$ cat src/rtl/keypad_scan_ctrl.sv
// keypad_scan_ctrl: 4x4 matrix keypad scanner with debounce and key-event output.
// Latency: event visible DEBOUNCE_CYCLES clocks after the capture sample.
// Backpressure: none upstream. KEYPAD_FIFO_EN defined -> 4-entry event FIFO popped by
//   key_rd, new events dropped when full (sticky overflow). Undefined -> one-clock pulse.
module keypad_scan_ctrl #(
  parameter int SETTLE_CYCLES   = 4,
  parameter int DEBOUNCE_CYCLES = 20
) (
  input  logic       clk,
  input  logic       nrst,
  input  logic [3:0] row_d,
  output logic [3:0] col_q,
  output logic       key_valid,
  output logic [3:0] key_code,
  input  logic       key_rd,
  output logic       overflow
);

  localparam int CNT_MAX = (SETTLE_CYCLES > DEBOUNCE_CYCLES) ? SETTLE_CYCLES : DEBOUNCE_CYCLES;
  localparam int CW      = $clog2(CNT_MAX + 1);
  localparam logic [CW-1:0] SETTLE_LAST = CW'(SETTLE_CYCLES - 1);
  localparam logic [CW-1:0] DEB_LAST    = CW'(DEBOUNCE_CYCLES - 1);

  typedef enum logic [1:0] {SCAN, DEBOUNCE, HELD, RELEASE} state_t;

  state_t        state_q;
  logic [CW-1:0] cnt_q;
  logic [3:0]    pat_q;
  logic          push_q;
  logic [3:0]    push_code_q;
  logic          row_onehot;

  // Exactly one row active: a single key on the driven column.
  assign row_onehot = (row_d != 4'd0) && ((row_d & (row_d - 4'd1)) == 4'd0);

  // Hex code for a (one-hot row, one-hot column) pair.
  function automatic logic [3:0] key_map(input logic [3:0] row_oh, input logic [3:0] col_oh);
    logic [1:0] r;
    logic [1:0] c;
    logic [3:0] code;
    r = 2'd0;
    c = 2'd0;
    for (int i = 0; i < 4; i++) begin
      if (row_oh[i]) r = 2'(i);
      if (col_oh[i]) c = 2'(i);
    end
    case ({r, c})
      4'h0: code = 4'h1;  4'h1: code = 4'h2;  4'h2: code = 4'h3;  4'h3: code = 4'hA;
      4'h4: code = 4'h4;  4'h5: code = 4'h5;  4'h6: code = 4'h6;  4'h7: code = 4'hB;
      4'h8: code = 4'h7;  4'h9: code = 4'h8;  4'hA: code = 4'h9;  4'hB: code = 4'hC;
      4'hC: code = 4'hE;  4'hD: code = 4'h0;  4'hE: code = 4'hF;  default: code = 4'hD;
    endcase
    return code;
  endfunction

  // Scan/debounce FSM; the column only rotates when a column is finished with.
  // The event is registered once more (push_q) so key_valid rises exactly
  // DEBOUNCE_CYCLES clocks after the capture sample.
  always_ff @(posedge clk or negedge nrst) begin
    if (!nrst) begin
      state_q     <= SCAN;
      col_q       <= 4'b0001;
      cnt_q       <= '0;
      pat_q       <= 4'd0;
      push_q      <= 1'b0;
      push_code_q <= 4'd0;
    end else begin
      push_q <= 1'b0;
      case (state_q)
        SCAN: begin
          if (cnt_q == SETTLE_LAST) begin
            if (row_onehot) begin
              // Capture sample counts as the first stable match.
              pat_q   <= row_d;
              cnt_q   <= CW'(1);
              state_q <= DEBOUNCE;
            end else begin
              // No key or several keys: move on.
              cnt_q <= '0;
              col_q <= {col_q[2:0], col_q[3]};
            end
          end else begin
            cnt_q <= cnt_q + CW'(1);
          end
        end
        DEBOUNCE: begin
          if (row_d != pat_q) begin
            cnt_q   <= '0;
            state_q <= SCAN;
          end else if (cnt_q == DEB_LAST) begin
            push_q      <= 1'b1;
            push_code_q <= key_map(pat_q, col_q);
            cnt_q       <= '0;
            state_q     <= HELD;
          end else begin
            cnt_q <= cnt_q + CW'(1);
          end
        end
        HELD: begin
          if (row_d == 4'd0) begin
            // First released clock counts toward the release debounce.
            cnt_q   <= CW'(1);
            state_q <= RELEASE;
          end
        end
        RELEASE: begin
          if (row_d != 4'd0) begin
            cnt_q   <= '0;
            state_q <= HELD;
          end else if (cnt_q == DEB_LAST) begin
            cnt_q   <= '0;
            col_q   <= {col_q[2:0], col_q[3]};
            state_q <= SCAN;
          end else begin
            cnt_q <= cnt_q + CW'(1);
          end
        end
        default: begin
          cnt_q   <= '0;
          state_q <= SCAN;
        end
      endcase
    end
  end

`ifdef KEYPAD_FIFO_EN
  logic [3:0] fifo_mem_q [4];
  logic [1:0] wr_ptr_q;
  logic [1:0] rd_ptr_q;
  logic [2:0] count_q;
  logic       overflow_q;
  logic       do_pop;
  logic       do_push;

  assign do_pop  = key_rd && (count_q != 3'd0);
  // A pop in the same clock frees the slot, so a push while full still lands.
  assign do_push = push_q && ((count_q != 3'd4) || do_pop);

  // Event FIFO storage, pointers, occupancy and sticky drop flag.
  always_ff @(posedge clk or negedge nrst) begin
    if (!nrst) begin
      for (int i = 0; i < 4; i++) fifo_mem_q[i] <= 4'd0;
      wr_ptr_q   <= 2'd0;
      rd_ptr_q   <= 2'd0;
      count_q    <= 3'd0;
      overflow_q <= 1'b0;
    end else begin
      if (do_push) begin
        fifo_mem_q[wr_ptr_q] <= push_code_q;
        wr_ptr_q             <= wr_ptr_q + 2'd1;
      end
      if (do_pop) rd_ptr_q <= rd_ptr_q + 2'd1;
      case ({do_push, do_pop})
        2'b10:   count_q <= count_q + 3'd1;
        2'b01:   count_q <= count_q - 3'd1;
        default: count_q <= count_q;
      endcase
      if (push_q && !do_push) overflow_q <= 1'b1;
    end
  end

  assign key_valid = (count_q != 3'd0);
  assign key_code  = fifo_mem_q[rd_ptr_q];
  assign overflow  = overflow_q;
`else
  logic       key_valid_q;
  logic [3:0] key_code_q;
  logic       unused_key_rd;

  assign unused_key_rd = key_rd;

  // One-clock valid pulse per event; code held until the next event.
  always_ff @(posedge clk or negedge nrst) begin
    if (!nrst) begin
      key_valid_q <= 1'b0;
      key_code_q  <= 4'd0;
    end else begin
      key_valid_q <= push_q;
      if (push_q) key_code_q <= push_code_q;
    end
  end

  assign key_valid = key_valid_q;
  assign key_code  = key_code_q;
  assign overflow  = 1'b0;
`endif

endmodule

$ cat config.mk
export PLATFORM = sky130hd
export DESIGN_NAME = keypad_scan_ctrl
export DESIGN_NICKNAME = d
export VERILOG_FILES = /design/src/rtl/keypad_scan_ctrl.sv
export SDC_FILE = /design/constraint.sdc
export NUM_CORES = 1
export LEC_CHECK = 0
export CAP_MARGIN = 25
export CORE_MARGIN = 2
export CORE_UTILIZATION = 35
export DETAILED_ROUTE_END_ITERATION = 10
export PLACE_DENSITY = 0.62
export SETUP_SLACK_MARGIN = 0.1
export SYNTH_ARGS = -nofsm -noshare
export SYNTH_HDL_FRONTEND = slang
export SYNTH_SLANG_ARGS = --single-unit
$ cat constraint.sdc
create_clock -name clk -period 3.3 [get_ports clk]
set_input_delay 0.66 -clock clk [delete_from_list [all_inputs] [get_ports clk]]
set_output_delay 0.66 -clock clk [all_outputs]
set_load 0.005 [all_outputs]
==> key figures <==
Route
  – Vias: slightly below 1000
  – Pre-Repair DR Iteration Count: 3
  – DRC viols: 0
  – Drt wl/cell: around 12 um
  – Routed Antenna Nets: 0
  – First DRT Iteration DRCs: 22
  – Vias/cell: 4.94
  – Drt total wl: 2450 um

Timing
  – Min cycle time layout: 2.34 ns
  – Final hold violation count: 0
  – Final Max Slew Viols: 0
  – Setup Skew: ~0.011 ns
  – Final setup vio count: 0
  – RSZ-0062 raised after global routing: false
  – TNS Setup: 0 ns
  – FMAX: roughly 430 MHz
  – Worst relative slew slack: a little under half
  – Tcrit/Tclk final: 70.9%
  – PnR worst setup slack: approximately 0.96 ns
  – Actual slew at the worst max-slew pin: about 0.79 ns

Power and ir drop
  – P_leak: 0.744 nW
  – Overall Power: 901 uW
  – Power Dens Cells: between 500 and 600 mW/mm2
  – Worst vdd ir: 0.000188 V

Setup path
  – Critical Path Start Type: input port
  – Arr. time, crit path: ~2.5 ns
  – CP delay by family, top: compound AO/OA/AOI/OAI gates
  – CP cell instances: clkdlybuf4s50_1 -> xor2_1 -> a211oi_2 -> nand2_2 -> o22ai_4 -> mux2_4
  – CP max FO: 6
  – Crit-path slowest cell: clkdlybuf4s50_1
  – Critical path capture point type: flip-flop
  – WP buf/inv: 1
  – Crit Path Category: in -> reg
  – WP data required: roughly 3.5 ns
  – Delay of the slowest critical-path stage: between 0.5 and 0.6 ns

Clocking
  – # hold bufs at CTS: 0
  – Clk sinks: 25
  – Insertion delay to the later sink of the worst-skew pair: about 0.26 ns
  – Total CTS buffers: 3
  – Resized cells post-CTS: 0
  – H-tree levels: 1
  – Clock buffer depth: 2
  – CTS tree: done
  – Clk slew on worst S/H paths: roughly 0.080 ns
  – Root Buffer: clkbuf_8
  – Post-CTS setup buffers: 0

Layout
  – Share of layout cells above drive strength 1: roughly 17%
  – Final instance area: around 0.0017 mm2
  – Antenna Cells: 0
  – Area Overhead vs Synth: 16.1%
  – Final Net Count: between 150 and 200
  – Fillers: roughly 390

Floorplanning
  – Overall die height: 68.2 um
  – Chip width: 68.2 um
  – IO Count: 17
  – Initial Utilization: 36.3%
  – Die area: 0.00465 mm2
  – Row count: 23
  – Core area: around 0.0040 mm2

Global route
  – Largest net degree at the start of global routing: 26
  – GRT overflow: 0
  – Vias in the first global route: 953
  – GRT Overall Usage: roughly an eighth
  – Initial antenna violation count: 0
  – Global-route wire length before repair: approximately 4200 um

Outcome
  – Outcome: finished clean

Yosys
  – Post-Synthesis Cell Area: ~0.0014 mm2
  – Yosys cell types: 37
  – Sequential share of the synthesized area: roughly 43%
  – Synth Instances: approximately 140
  – Post-Syn Area per Cell: roughly 11 um2
  – Synthesized flop and latch total: 25
  – Synthesis warning total: 0
  – Syn Nets: 150

Placed design
  – Placed Area: 0.00163 mm2
  – Routability cong.: between 0.8 and 0.9
  – Dpl ws: ~0.67 ns
  – IO buf count: 14
  – Post-detail-place hpwl: approximately 1900 um

Run
  – Max-Cap Viols: 0

Min path
  – HP Class: reg -> reg
## synthesized netlist by cell type, drive strengths merged
library cell / instances / share of area, %
o21ai: 9 / 3.1
and3: 1 / 0.43
xnor2: 5 / 3.0
nor3: 3 / 1.0
o22ai: 2 / 1.8
a21oi: 8 / 2.8
mux2: 16 / 14
nor4b: 2 / 1.2
and4bb: 1 / 0.87
xor2: 1 / 0.61
dfstp: 1 / 1.8
nor2: 9 / 2.9
nor4: 2 / 2.3
or4b: 1 / 0.95
nor3b: 3 / 1.6
ha: 6 / 5.2
clkbuf: 2 / 0.52
a221oi: 2 / 1.2
nand2: 14 / 3.8
buf: 4 / 1.6
nand3: 5 / 1.7
a211oi: 3 / 1.9
nand2b: 1 / 0.43
inv: 7 / 1.8
nand3b: 1 / 0.52
nor2b: 3 / 1.3
conb: 1 / 0.26
dfrtp: 24 / 42
## cell usage in the layout (no fill, tap or decap), types with 3 or more instances in the layout
master / n
mux2_2: 8
nor2b_1: 3
mux2_4: 4
nor3_1: 3
clkbuf_8: 3
nand3_1: 5
ha_1: 6
nor3b_1: 3
nor2_1: 8
xnor2_1: 5
a21oi_1: 8
o21ai_0: 8
dfrtp_1: 24
clkdlybuf4s50_1: 14
inv_1: 7
nand2_1: 13
mux2_1: 4
## where the power goes
group          switching (mW)  total [mW]  internal, mW
clock                  0.0900       0.176        0.0861
combinational           0.137       0.288         0.151
sequential             0.0781       0.437         0.359
## metal layers
layer / GRT usage [%] / wire length [um] / vias to the layer above
met3: 2.63 / 68 / 2
met4: 3.00 / 16 / 0
met2: 19.5 / 1210 / 7
met5: 0 / 0 / -
met1: 15.5 / 1150 / 483
li1: - / - / 501
## worst paths after layout
kind,end,slack (ns),from,cells past startpoint
worst max register to register,col_q[2],1.20,cnt_q[0],6
max in group asynchronous,col_q[0],2.27,nrst,2
worst min-delay path,key_valid,0.49,push_q,0
min in group asynchronous,cnt_q[1],0.74,nrst,2
worst max-delay path,col_q[2],0.96,row_d[0],6
worst min register to register,key_valid,0.49,push_q,0
## kinds of logic (layout without fill, tap and decap cells)
logic type / count (synthesis) / in the layout / synth area share [%]
adders and majority gates: 6 / 6 / 5.21
buffers and inverters: 13 / 27 / 3.91
other: 1 / 1 / 0.260
muxes: 16 / 16 / 13.5
AOI/OAI and AO/OA: 24 / 24 / 10.9
and+or+nand+nor: 46 / 46 / 19.1
xor gates and xnor gates: 6 / 6 / 3.65
DFF: 25 / 25 / 43.5
## flip-flops by register name, indices dropped and copies added, names as in the netlist
register     count
cnt_q            5
col_q            4
key_code         4
pat_q            4
push_code_q      4
state_q          2
key_valid        1
push_q           1
## final cells by class
class	count	area, um2	area share (%)
Sequential cell	25	627	37.4
Inverter	7	26.3	1.57
Timing Repair Buffer	16	155	9.27
Multi-Input combinational cell	99	758	45.3
Clock buffer	4	45.0	2.69
Tap cell	50	62.6	3.74
## through the flow
| stage | util, % | cells | hold slack, ns |
|---|---|---|---|
| 3_5_place_dp | 41.0 | 197 | 0.489 |
| 4_1_cts | 42.2 | 201 | 0.507 |
| 6_report | 42.2 | 201 | 0.495 |
| 5_1_grt | 42.2 | 201 | 0.516 |
| 3_3_place_gp | 41.0 | 197 | 0.466 |
| 2_1_floorplan | - | 137 | 0.364 |
(Power assumes the default switching activity.)
